--- src/rtl/sigmoid_arbiter.sv ---
// sigmoid_arbiter: round-robin sharing of one pipelined sigmoid unit among
// N_REQ requesters. Each requester keeps at most one operation in flight,
// and its result is held in a per-requester register until it is consumed.
// Optional feature macro: SIGMOID_ARBITER_PERF_EN adds busy_cnt/grant_cnt.
module sigmoid_arbiter #(
    parameter int N_REQ   = 4,
    parameter int SIG_LAT = 1
) (
    input  logic                 clk,
    input  logic                 reset,
    input  logic                 en,
    input  logic [N_REQ-1:0]     req_valid,
    input  logic [31*N_REQ-1:0]  req_x,
    output logic [N_REQ-1:0]     req_ready,
    output logic [30:0]          sig_x,
    input  logic [30:0]          sig_y,
    output logic [N_REQ-1:0]     resp_valid,
    output logic [31*N_REQ-1:0]  resp_y,
    input  logic [N_REQ-1:0]     resp_ready,
`ifdef SIGMOID_ARBITER_PERF_EN
    output logic [31:0]          busy_cnt,
    output logic [31:0]          grant_cnt,
`endif
    output logic [1:0]           state
);

    localparam int          PW = (N_REQ > 1) ? $clog2(N_REQ) : 1;
    localparam int unsigned NR = N_REQ;

    localparam logic [1:0] ST_IDLE  = 2'b00;
    localparam logic [1:0] ST_RUN   = 2'b01;
    localparam logic [1:0] ST_DRAIN = 2'b10;

    logic [1:0]          r_state;
    logic [1:0]          w_state_nxt;
    logic [PW-1:0]       r_ptr;
    logic [30:0]         r_sig_x;
    logic [N_REQ-1:0]    r_inflight;
    logic [N_REQ-1:0]    r_resp_valid;
    logic [31*N_REQ-1:0] r_resp_y;
    logic [SIG_LAT:0]    r_pipe_v;
    logic [PW-1:0]       r_pipe_tag [SIG_LAT+1];

    logic [N_REQ-1:0]    w_elig;
    logic [N_REQ-1:0]    w_grant;
    logic                w_grant_any;
    logic [PW-1:0]       w_win;
    logic [PW:0]         w_sum;
    logic [PW-1:0]       w_idx;
    logic                w_cap;
    logic [PW-1:0]       w_cap_tag;
    logic [N_REQ-1:0]    w_cap_onehot;

    // Eligibility: RUN only, no held result, nothing already in flight
    always_comb begin
        w_elig = '0;
        if (r_state == ST_RUN) begin
            w_elig = req_valid & ~r_resp_valid & ~r_inflight;
        end
    end

    // Round-robin search starting one past the last granted requester
    always_comb begin
        w_grant     = '0;
        w_grant_any = 1'b0;
        w_win       = r_ptr;
        w_sum       = '0;
        w_idx       = '0;
        for (int unsigned k = 1; k <= NR; k++) begin
            w_sum = {1'b0, r_ptr} + (PW+1)'(k);
            if (w_sum >= (PW+1)'(NR)) begin
                w_sum = w_sum - (PW+1)'(NR);
            end
            w_idx = w_sum[PW-1:0];
            if (!w_grant_any && w_elig[w_idx]) begin
                w_grant_any = 1'b1;
                w_win       = w_idx;
            end
        end
        if (w_grant_any) begin
            w_grant[w_win] = 1'b1;
        end
    end

    // Tail of the tag pipeline marks the cycle in which sig_y belongs to tag
    always_comb begin
        w_cap        = r_pipe_v[SIG_LAT];
        w_cap_tag    = r_pipe_tag[SIG_LAT];
        w_cap_onehot = '0;
        if (w_cap) begin
            w_cap_onehot[w_cap_tag] = 1'b1;
        end
    end

    // FSM next state; a grant on the exit edge counts as in flight so the
    // block passes through DRAIN until that result is captured
    always_comb begin
        w_state_nxt = r_state;
        case (r_state)
            ST_IDLE: begin
                if (en) w_state_nxt = ST_RUN;
            end
            ST_RUN: begin
                if (!en) begin
                    w_state_nxt = ((r_inflight | w_grant) != '0) ? ST_DRAIN : ST_IDLE;
                end
            end
            ST_DRAIN: begin
                if (en) begin
                    w_state_nxt = ST_RUN;
                end else if (r_inflight == '0) begin
                    w_state_nxt = ST_IDLE;
                end
            end
            default: w_state_nxt = ST_IDLE;
        endcase
    end

    // FSM state register
    always_ff @(posedge clk or posedge reset) begin
        if (reset) begin
            r_state <= ST_IDLE;
        end else begin
            r_state <= w_state_nxt;
        end
    end

    // Operand register and round-robin pointer, updated only on a grant
    always_ff @(posedge clk or posedge reset) begin
        if (reset) begin
            r_ptr   <= PW'(N_REQ - 1);
            r_sig_x <= '0;
        end else if (w_grant_any) begin
            r_ptr   <= w_win;
            r_sig_x <= req_x[31*w_win +: 31];
        end
    end

    // Tag pipeline shifts every cycle so captures continue in any state
    always_ff @(posedge clk or posedge reset) begin
        if (reset) begin
            r_pipe_v <= '0;
            for (int unsigned s = 0; s <= SIG_LAT; s++) begin
                r_pipe_tag[s] <= '0;
            end
        end else begin
            r_pipe_v[0]   <= w_grant_any;
            r_pipe_tag[0] <= w_win;
            for (int unsigned s = 1; s <= SIG_LAT; s++) begin
                r_pipe_v[s]   <= r_pipe_v[s-1];
                r_pipe_tag[s] <= r_pipe_tag[s-1];
            end
        end
    end

    // In-flight and result-valid flags; set and clear never hit the same bit
    always_ff @(posedge clk or posedge reset) begin
        if (reset) begin
            r_inflight   <= '0;
            r_resp_valid <= '0;
        end else begin
            r_inflight   <= (r_inflight | w_grant) & ~w_cap_onehot;
            r_resp_valid <= (r_resp_valid & ~(r_resp_valid & resp_ready)) | w_cap_onehot;
        end
    end

    // Result registers capture sig_y unmodified into the tagged slot
    always_ff @(posedge clk or posedge reset) begin
        if (reset) begin
            r_resp_y <= '0;
        end else if (w_cap) begin
            r_resp_y[31*w_cap_tag +: 31] <= sig_y;
        end
    end

`ifdef SIGMOID_ARBITER_PERF_EN
    logic [31:0] r_busy_cnt;
    logic [31:0] r_grant_cnt;

    // Saturating busy-cycle and accepted-operand counters
    always_ff @(posedge clk or posedge reset) begin
        if (reset) begin
            r_busy_cnt  <= '0;
            r_grant_cnt <= '0;
        end else begin
            if ((r_inflight != '0) && (r_busy_cnt != '1)) begin
                r_busy_cnt <= r_busy_cnt + 32'd1;
            end
            if (w_grant_any && (r_grant_cnt != '1)) begin
                r_grant_cnt <= r_grant_cnt + 32'd1;
            end
        end
    end

    assign busy_cnt  = r_busy_cnt;
    assign grant_cnt = r_grant_cnt;
`endif

    assign req_ready  = w_grant;
    assign sig_x      = r_sig_x;
    assign resp_valid = r_resp_valid;
    assign resp_y     = r_resp_y;
    assign state      = r_state;

endmodule

--- config.mk ---
export PLATFORM = sky130hd
export DESIGN_NAME = sigmoid_arbiter
export DESIGN_NICKNAME = d
export VERILOG_FILES = /design/src/rtl/sigmoid_arbiter.sv
export SDC_FILE = /design/constraint.sdc
export NUM_CORES = 1
export LEC_CHECK = 0
export ABC_AREA = 1
export ABC_CLOCK_PERIOD_IN_PS = 12300
export CORE_MARGIN = 5
export CORE_UTILIZATION = 47
export DETAILED_ROUTE_END_ITERATION = 12
export GPL_TIMING_DRIVEN = 0
export PLACE_DENSITY_LB_ADDON = 0.25
export RECOVER_POWER = 100
export SYNTH_ARGS = -nofsm -noshare
export SYNTH_HDL_FRONTEND = slang
export SYNTH_SLANG_ARGS = --single-unit
--- constraint.sdc ---
create_clock -name clk -period 12.3 [get_ports clk]
set_input_delay 2.46 -clock clk [delete_from_list [all_inputs] [get_ports clk]]
set_output_delay 2.46 -clock clk [all_outputs]
set_load 0.005 [all_outputs]
==> results_dict.tcl, run 1 <==
set metrics [dict create \
    grt_pass1_vias 8425 \
    grt_pass1_wl_mm 43.7 \
    status "complete, but fails checks" \
    rsz0062_at_grt "false" \
    hpwl_mm 21.3 \
    maxCapViolations 1 \
    required_ps 9840 \
    numCtsBuffers 17 \
    min_to "w_cap_tag[1]$_DFF_PP0_" \
    multi_input_area_mm2 0.00317 \
    port_buffers 330 \
    avgSynthCellArea_um2 8.33 \
    r2r-start "state[1]$_DFFE_PP0P_" \
    synthTopCellsByArea "dfrtp_1 (53%), nand2_1 (14%), o21ai_0 (9.3%), nand3_1 (4.8%), o211ai_1 (3.4%)" \
    insertedDiodeCount 0 \
    viasPerCell 5.33 \
    cts_resized 0 \
    worstSetupStartpointType "input port" \
    die_y_um 141 \
    place_ws_ps 4850 \
    fin_crit_sh_pct 67.3 \
    clock-sinks 173 \
    layout_setup_ws_ps 4020 \
    path_cells "dlygate4sd3_1, inv_1, nor2_1, nand3_1, nand2_1, nand2_1, nand2_1, nand3_1, nand2_1, nand2_1, inv_1, clkbuf_1, clkbuf_1, nor2_1, dlygate4sd3_1" \
    timing.fmax_mhz 121 \
    rrSetupSlack_ps 9160 \
    wirelength_mm 27.7 \
    crit_family "buffers and inverters" \
    drtIter0Drc 454 \
    grtUsageTotal_pct 27.8 \
    nFillCells 1339 \
    cp.arrival_ps 5820 \
    wl_per_cell_um 17.9 \
    ys_ff_latch 173 \
    p_leak_nw 5.83 \
    slowest_stage "dlygate4sd3_1" \
    syn2layout_area_growth_pct 50.8 \
    final_layout_size_suffix_gt1_share_pct 5.48 \
    clk_latency_ps 430 \
    syn_area_mm2 0.00806 \
    io-pin-count 331 \
    min_from "r_pipe_tag[3]$_DFF_PP0_" \
    synth_nets 1139 \
    crit_type "in2out" \
    finalSetupViolations 0 \
    yosysTopAreaCellShare_pct 53.1 \
    mostFrequentLayoutCell "nand2_1" \
    start_util_pct 48.3 \
    die_area_mm2 0.0199 \
    cts_root_buf "clkbuf_16" \
    ir_drop_mv 0.248 \
    clockBufferDepth 2 \
    cts_tree "built" \
    r2r_cells 15 \
    power_mw 3.58 \
    yosys.area.top_type "dfrtp_1" \
    final.setup.tns_ps 0 \
    grt_start_max_net_pins 112 \
    die_x_um 141 \
    post-route-min-period_ps 8280 \
    slowest_delay_ps 600 \
    hold_buffers 0 \
    core.rowCount 47 \
    nNetsFinal 1489 \
    ys_types 31 \
    seqCellArea_mm2 0.00433 \
    drc 0 \
    worstHoldPathCells 0 \
    drtPass1Iterations 5 \
    slew_headroom_pct -94.4 \
    violations "capacitance limit, slew limit" \
    cts_setup_buffers 0 \
    critPathBufInv 6 \
    hold_violations 0 \
    htree_levels 4 \
    core_area_mm2 0.0167 \
    clk_pin_slew_ps 70 \
    min_path_type "reg2reg" \
    worstSetupEndpointType "output port" \
    cp_max_fo 10 \
    tightestPinTransition_ps 2900 \
    dr_total_vias 8271 \
    antenna_found_initial 0 \
    yosysSeqAreaShare_pct 53.7 \
    crit_top_cell "nand2_1" \
    layout_common_cells "nand2_1 (296), dlygate4sd3_1 (203), dfrtp_1 (171), o21ai_0 (151), clkdlybuf4s50_1 (127)" \
    power_density_mw_per_mm2 294 \
    grt-ovfl-total 0 \
    ant_nets 0 \
    fin_hold_ws_ps 357 \
    postSynthCellCount 968 \
    ys_warn_count 0 \
    skew_ps 12.8 \
    place_congestion 0.860 \
    final_max_slew_viol_count 63 \
    r2r-end "sig_x[26]$_DFFE_PP0P_" \
]
final cells by class:
type / count / area share (%)
tap: 220 / 2.26
buffer: 63 / 2.12
sequential: 173 / 35.6
clock inverter: 14 / 1.11
multi-input combinational: 671 / 26.0
timing repair buffer: 331 / 27.4
inverter: 61 / 1.89
clock buffer: 18 / 3.53
cell families after synthesis:
kind of cell | count (synthesis) | synth area share (%)
adders and majority gates | 5 | 0.776
xor gates and xnor gates | 1 | 0.202
DFF | 173 | 53.7
AOI/OAI and AO/OA | 213 | 15.4
buffers and inverters | 124 | 6.38
and+or+nand+nor | 452 | 23.5
state kept, by name, summed over array words and instances (netlist names):
register and cells:
resp_valid 4, state 2, resp_y 124, sig_x 31, r_inflight 4, r_pipe_v 2
r_pipe_tag 2, w_cap_tag 2, r_ptr 2
per-layer routing:
| metal | part of all wire (%) | track usage [%] |
|---|---|---|
| met3 | 8.9 | 7.45 |
| met1 | 37 | 32.5 |
| met4 | 3.8 | 12.1 |
| met5 | 0 | 0 |
| met2 | 50 | 48.2 |
cells in the mapped netlist:
cell / count
a21boi_0: 1
a21oi_1: 5
buf_1: 2
buf_2: 11
buf_4: 3
buf_6: 3
clkbuf_1: 43
clkbuf_2: 1
dfrtp_1: 171
dfstp_2: 2
ha_1: 5
inv_1: 56
inv_2: 5
nand2_1: 293
nand2_2: 5
nand2_4: 1
nand3_1: 78
nand3_2: 3
nand4_1: 2
nor2_1: 51
nor2_2: 1
nor3_4: 1
o211ai_1: 37
o211ai_2: 10
o21a_1: 1
o21ai_0: 150
o21ai_1: 9
or2_0: 3
or2_1: 1
or2_2: 13
xnor2_2: 1
how the worst max path moves through the flow:
stage	start	endpoint	slack, ps	cells after the start
2_1_floorplan	reset	r_inflight[0]$_DFF_PP0_	5150	1
3_5_place_dp	req_valid[1]	req_ready[0]	4850	15
4_1_cts	req_valid[1]	req_ready[0]	4840	15
6_report	req_valid[2]	req_ready[0]	4020	15
5_1_grt	req_valid[2]	req_ready[2]	3620	15
3_3_place_gp	reset	resp_y[2]$_DFFE_PP0P_	2900	2
per-stage QoR:
stage	instance area, µm²	util, %	cells
6_report	12200	72.8	1551
5_1_grt	12200	72.8	1551
4_1_cts	12200	73.3	1551
3_5_place_dp	11700	69.9	1519
3_3_place_gp	11600	69.7	1518
2_1_floorplan	8060	-	968
power breakdown:
group	internal, mW	switching (mW)
logic	0.823	1.30
registers	0.812	0.125
clock network	0.282	0.234
total	1.92	1.66
No activity file was read; power rests on OpenSTA's default activity.
==> inputs of run 2 (changes only) <==
--- a/config.mk
+++ b/config.mk
@@ -6,9 +6,9 @@
 export NUM_CORES = 1
 export LEC_CHECK = 0
 export ABC_AREA = 1
-export ABC_CLOCK_PERIOD_IN_PS = 12300
+export ABC_CLOCK_PERIOD_IN_PS = 7640
 export CORE_MARGIN = 5
-export CORE_UTILIZATION = 47
+export CORE_UTILIZATION = 44
 export DETAILED_ROUTE_END_ITERATION = 12
 export GPL_TIMING_DRIVEN = 0
 export PLACE_DENSITY_LB_ADDON = 0.25
==> constraint.sdc (replaced) <==
create_clock -name clk -period 7.64 [get_ports clk]
set_input_delay 1.528 -clock clk [delete_from_list [all_inputs] [get_ports clk]]
set_output_delay 1.528 -clock clk [all_outputs]
set_load 0.005 [all_outputs]
==> run 2 against run 1 <==
The flow still finishes with violations (capacitance limit, slew limit). Global-route usage is 2.5 points lower. Clock-buffer cell count grew 1. Worst setup slack got worse by 2800 ps. Sequential share of layout area decreased by 0.13 points. Combinational power rose by 60%. Non-clock buffer count unchanged. Sequential cell count is the same. Clock skew decreased by 3.6 ps. Critical endpoint unchanged. Largest power group unchanged.
==> results_dict.tcl, run 2 (same netlist as run 1, synthesis figures left out) <==
set metrics [dict create \
    grt_util_met3_pct 6.32 \
    power_mw 5.78 \
    core.rowCount 49 \
    grt.met1_usage_pct 30.6 \
    cp.arrival_ps 4920 \
    cts_setup_buffers 0 \
    port_buffers 330 \
    place_congestion 0.843 \
    hold_violations 0 \
    cts_resized 0 \
    insertedDiodeCount 0 \
    numCtsBuffers 17 \
    die_y_um 145 \
    tightestPinTransition_ps 2610 \
    place_ws_ps 1990 \
    finalSetupViolations 0 \
    power_density_mw_per_mm2 474 \
    largest_reg_flops 124 \
    layout_setup_ws_ps 1190 \
    final_layout_size_suffix_gt1_share_pct 5.63 \
    clock-sinks 173 \
    mostFrequentLayoutCell "nand2_1" \
    slew_headroom_pct -75.0 \
    globalRoute.busiestLayer "met2" \
    syn2layout_area_growth_pct 51.4 \
    grt_pass1_wl_mm 43.2 \
    hold_buffers 0 \
    grt_start_max_net_pins 119 \
    clk_latency_ps 430 \
    layout_common_cells "nand2_1 (295), dfrtp_1 (171), dlygate4sd3_1 (170), clkdlybuf4s50_1 (160), o21ai_0 (151)" \
    p_leak_nw 5.85 \
    nNetsFinal 1489 \
    post-route-min-period_ps 6450 \
    required_ps 6110 \
    dr_total_vias 8085 \
    antenna_found_initial 0 \
    skew_ps 9.26 \
    min_path_type "reg2reg" \
    viasPerCell 5.18 \
    die_area_mm2 0.0211 \
    slowest_delay_ps 600 \
    path_cells "dlygate4sd3_1, inv_1, nor2_1, nand3_1, nand2_1, nand3_1, nand2_2, nand3_1, nand2_1, nand2_1, inv_1, clkbuf_1, clkbuf_1, nor2_1, dlygate4sd3_1" \
    cts_root_buf "clkbuf_16" \
    hpwl_mm 20.9 \
    wirelength_mm 27.4 \
    critPathBufInv 6 \
    crit_family "buffers and inverters" \
    slowest_stage "dlygate4sd3_1" \
    ant_nets 0 \
    wl_per_cell_um 17.5 \
    ir_drop_mv 0.467 \
    final.setup.tns_ps 0 \
    cts_tree "built" \
    status "complete, but fails checks" \
    maxCapViolations 1 \
    drtIter0Drc 420 \
    timing.fmax_mhz 155 \
    worstSetupStartpointType "input port" \
    drc 0 \
    cp_max_fo 10 \
    met2_usage_pct 43.3 \
    clk_pin_slew_ps 70 \
    grt-ovfl-total 0 \
    io-pin-count 331 \
    crit_type "in2out" \
    fin_util_pct 67.7 \
    clockBufferDepth 2 \
    worstSetupEndpointType "output port" \
    drtPass1Iterations 6 \
    die_x_um 145 \
    htree_levels 4 \
    rrSetupSlack_ps 4480 \
    start_util_pct 44.7 \
    fin_crit_sh_pct 84.4 \
    final_max_slew_viol_count 56 \
    rsz0062_at_grt "false" \
    core_area_mm2 0.0180 \
    violations "capacitance limit, slew limit" \
    grtUsageTotal_pct 25.3 \
    grt_pass1_vias 8080 \
]
run 2: cell count changes in the layout (fill, tap and decap cells not counted), sizes merged:
cell,delta
inv,+3
dlygate4sd3,-33
clkdlybuf4s50,+33
clkinvlp,-4
clkbuf,+1
run 2: area by class of cell:
cell class                 instances  area [µm²]
tap                              229         287
multi-input combinational        671        3170
fill                            1510        5820
timing repair buffer             331        3330
clock inverter                    13         151
sequential                       173        4330
inverter                          61         230
clock buffer                      19         443
buffer                            63         259
run 2: through the flow:
step,hold WS (ps),instance area [µm²],std cells
2_1_floorplan,331,8060,968
3_3_place_gp,332,11600,1527
3_5_place_dp,336,11700,1528
4_1_cts,349,12300,1560
5_1_grt,360,12200,1560
6_report,348,12200,1560
run 2: layer usage:
layer	share of wire [%]	vias up	routed length (µm)
met5	0	-	0
li1	-	3877	-
met4	3.6	0	988
met3	8.4	60	2310
met2	49	362	13300
met1	39	3786	10700
run 2: worst paths after layout:
path	from	endpoint	depth (start not counted)
worst min register to register	r_pipe_tag[3]$_DFF_PP0_	w_cap_tag[1]$_DFF_PP0_	0
worst min-delay path	r_pipe_tag[3]$_DFF_PP0_	w_cap_tag[1]$_DFF_PP0_	0
worst max register to register	r_ptr[0]$_DFFE_PP1P_	sig_x[26]$_DFFE_PP0P_	13
max in group asynchronous	reset	resp_y[4]$_DFFE_PP0P_	3
worst max-delay path	req_valid[1]	req_ready[0]	15
min in group asynchronous	reset	sig_x[16]$_DFFE_PP0P_	2
run 2: power by group:
part	switching (mW)	internal (mW)	leakage, nW
clock	0.398	0.474	0.289
combinational	2.08	1.33	3.28
sequential	0.197	1.31	2.27
run 2: worst register-to-register path, cell delays in order (launching register included):
cell      delay, ps
dfstp_2         510
buf_4           160
inv_1           120
nand3_1         140
nand3_1          80
nand2_1         150
nand3_1         120
nand2_1          90
nand2_1         180
inv_1           250
clkbuf_1        420
clkbuf_1        470
o21ai_1         190
o211ai_1        200
==> inputs of run 3 (changes only) <==
--- a/config.mk
+++ b/config.mk
@@ -6,7 +6,7 @@
 export NUM_CORES = 1
 export LEC_CHECK = 0
 export ABC_AREA = 1
-export ABC_CLOCK_PERIOD_IN_PS = 7640
+export ABC_CLOCK_PERIOD_IN_PS = 6600
 export CORE_MARGIN = 5
 export CORE_UTILIZATION = 44
 export DETAILED_ROUTE_END_ITERATION = 12
==> constraint.sdc (replaced) <==
create_clock -name clk -period 6.6 [get_ports clk]
set_input_delay 1.32 -clock clk [delete_from_list [all_inputs] [get_ports clk]]
set_output_delay 1.32 -clock clk [all_outputs]
set_load 0.005 [all_outputs]
==> run 3 against run 2 <==
The flow still finishes with violations (capacitance limit, slew limit). Die area did not move. Sequential power increased by 16%. Global-route usage is the same. Sequential share of layout area about the same. Largest cell class unchanged.
==> results_dict.tcl, run 3 (same netlist as run 1, synthesis figures left out) <==
set metrics [dict create \
    slowest_stage "dlygate4sd3_1" \
    dr_total_vias 8121 \
    layout_common_cells "nand2_1 (295), dfrtp_1 (171), dlygate4sd3_1 (168), clkdlybuf4s50_1 (162), o21ai_0 (152)" \
    hold_violations 0 \
    violations "capacitance limit, slew limit" \
    clockBufferDepth 2 \
    clk_latency_ps 430 \
    htree_levels 4 \
    min_path_type "reg2reg" \
    worstSetupEndpointType "output port" \
    grt_start_max_net_pins 119 \
    crit_type "in2out" \
    slew_headroom_pct -75.4 \
    drtIter0Drc 412 \
    grt_pass1_wl_mm 43.2 \
    port_buffers 330 \
    drtPass1Iterations 5 \
    status "complete, but fails checks" \
    numCtsBuffers 17 \
    start_util_pct 44.7 \
    ir_drop_mv 0.539 \
    hpwl_mm 20.9 \
    nNetsFinal 1489 \
    final_max_slew_viol_count 56 \
    wirelength_mm 27.3 \
    tightestPinTransition_ps 2620 \
    p_leak_nw 5.86 \
    power_mw 6.72 \
    final_layout_size_suffix_gt1_share_pct 5.71 \
    syn2layout_area_growth_pct 51.6 \
    clk_pin_slew_ps 70 \
    fin_util_pct 67.8 \
    maxCapViolations 1 \
    mostFrequentLayoutCell "nand2_1" \
    power_density_mw_per_mm2 550 \
    core_area_mm2 0.0180 \
    core.rowCount 49 \
    hold_buffers 0 \
    io-pin-count 331 \
    drc 0 \
    grt-ovfl-total 0 \
    cp_max_fo 10 \
    required_ps 5280 \
    cp.arrival_ps 4470 \
    cts_resized 0 \
    slowest_delay_ps 600 \
    clock-sinks 173 \
    fin_crit_sh_pct 87.7 \
    worstSetupStartpointType "input port" \
    wl_per_cell_um 17.5 \
    cts_tree "built" \
    die_x_um 145 \
    post-route-min-period_ps 5790 \
    antenna_found_initial 0 \
    grt_pass1_vias 8080 \
    path_cells "dlygate4sd3_1, inv_1, nor2_1, nand3_1, nand2_1, nand3_1, nand2_2, nand3_1, nand2_1, nand2_1, inv_1, buf_6, clkbuf_1, nor2_1, dlygate4sd3_1" \
    place_congestion 0.843 \
    cts_setup_buffers 0 \
    die_area_mm2 0.0211 \
    die_y_um 145 \
    ant_nets 0 \
    finalSetupViolations 0 \
    skew_ps 9.39 \
    viasPerCell 5.21 \
    rsz0062_at_grt "false" \
    timing.fmax_mhz 173 \
    grtUsageTotal_pct 25.3 \
    cts_root_buf "clkbuf_16" \
    largest_reg_flops 124 \
    insertedDiodeCount 0 \
]
==> run 3: changes by cell type in the layout (fill, tap and decap cells not counted) <==
cell	before	now
clkdlybuf4s50_1	160	162
buf_6	1	3
clkbuf_1	53	52
o21ai_0	151	152
o21ai_1	8	7
buf_2	8	7
dlygate4sd3_1	170	168
==> run 3: path summary, 6_finish.rpt <==
check,startpoint,to,slack (ps),depth (start not counted)
worst min-delay path,r_pipe_tag[3]$_DFF_PP0_,w_cap_tag[1]$_DFF_PP0_,350,0
worst max-delay path,req_valid[1],req_ready[0],810,15
worst min register to register,r_pipe_tag[3]$_DFF_PP0_,w_cap_tag[1]$_DFF_PP0_,350,0
max in group asynchronous,reset,resp_y[4]$_DFFE_PP0P_,3160,3
min in group asynchronous,reset,sig_x[16]$_DFFE_PP0P_,2060,2
worst max register to register,r_ptr[0]$_DFFE_PP1P_,sig_x[8]$_DFFE_PP0P_,3790,13
==> run 3: worst max-delay path: cells and delay by family <==
family	cells	cell delay (ps)
simple gates	9	1060
buf+inv	6	2080
==> run 3: where the power goes <==
group,leakage [nW],switching (mW),internal (mW)
Clock,0.289,0.461,0.549
Sequential,2.27,0.227,1.51
Combinational,3.29,2.40,1.57
==> run 3: cell type report <==
class,instances,area [µm²]
fillers,1507,5810
inverters,61,230
repair buffers,331,3330
clock buffers,19,443
clock inverters,13,151
plain buffers,63,273
well taps,229,287
multi-input cells,671,3170
flip-flops and latches,173,4330
==> run 3: per-layer routing <==
layer / up-vias / global-route usage [%] / part of all wire, %
met2: 361 / 43.3 / 49
met4: 0 / 10.0 / 3.6
met5: - / 0 / 0
li1: 3882 / - / -
met1: 3817 / 30.6 / 39
met3: 61 / 6.32 / 8.2
==> run 3: stage by stage <==
| stage | setup slack, ps | cell area [µm²] | hold WS (ps) | cells | TNS [ps] |
|---|---|---|---|---|---|
| floorplan | 595 | 8060 | 331 | 968 | 0 |
| global placement | -1750 | 11600 | 332 | 1527 | -296590 |
| detailed placement | 1370 | 11700 | 336 | 1528 | 0 |
| CTS | 1360 | 12300 | 349 | 1560 | 0 |
| global route | 560 | 12200 | 360 | 1560 | 0 |
| finish | 813 | 12200 | 348 | 1560 | 0 |
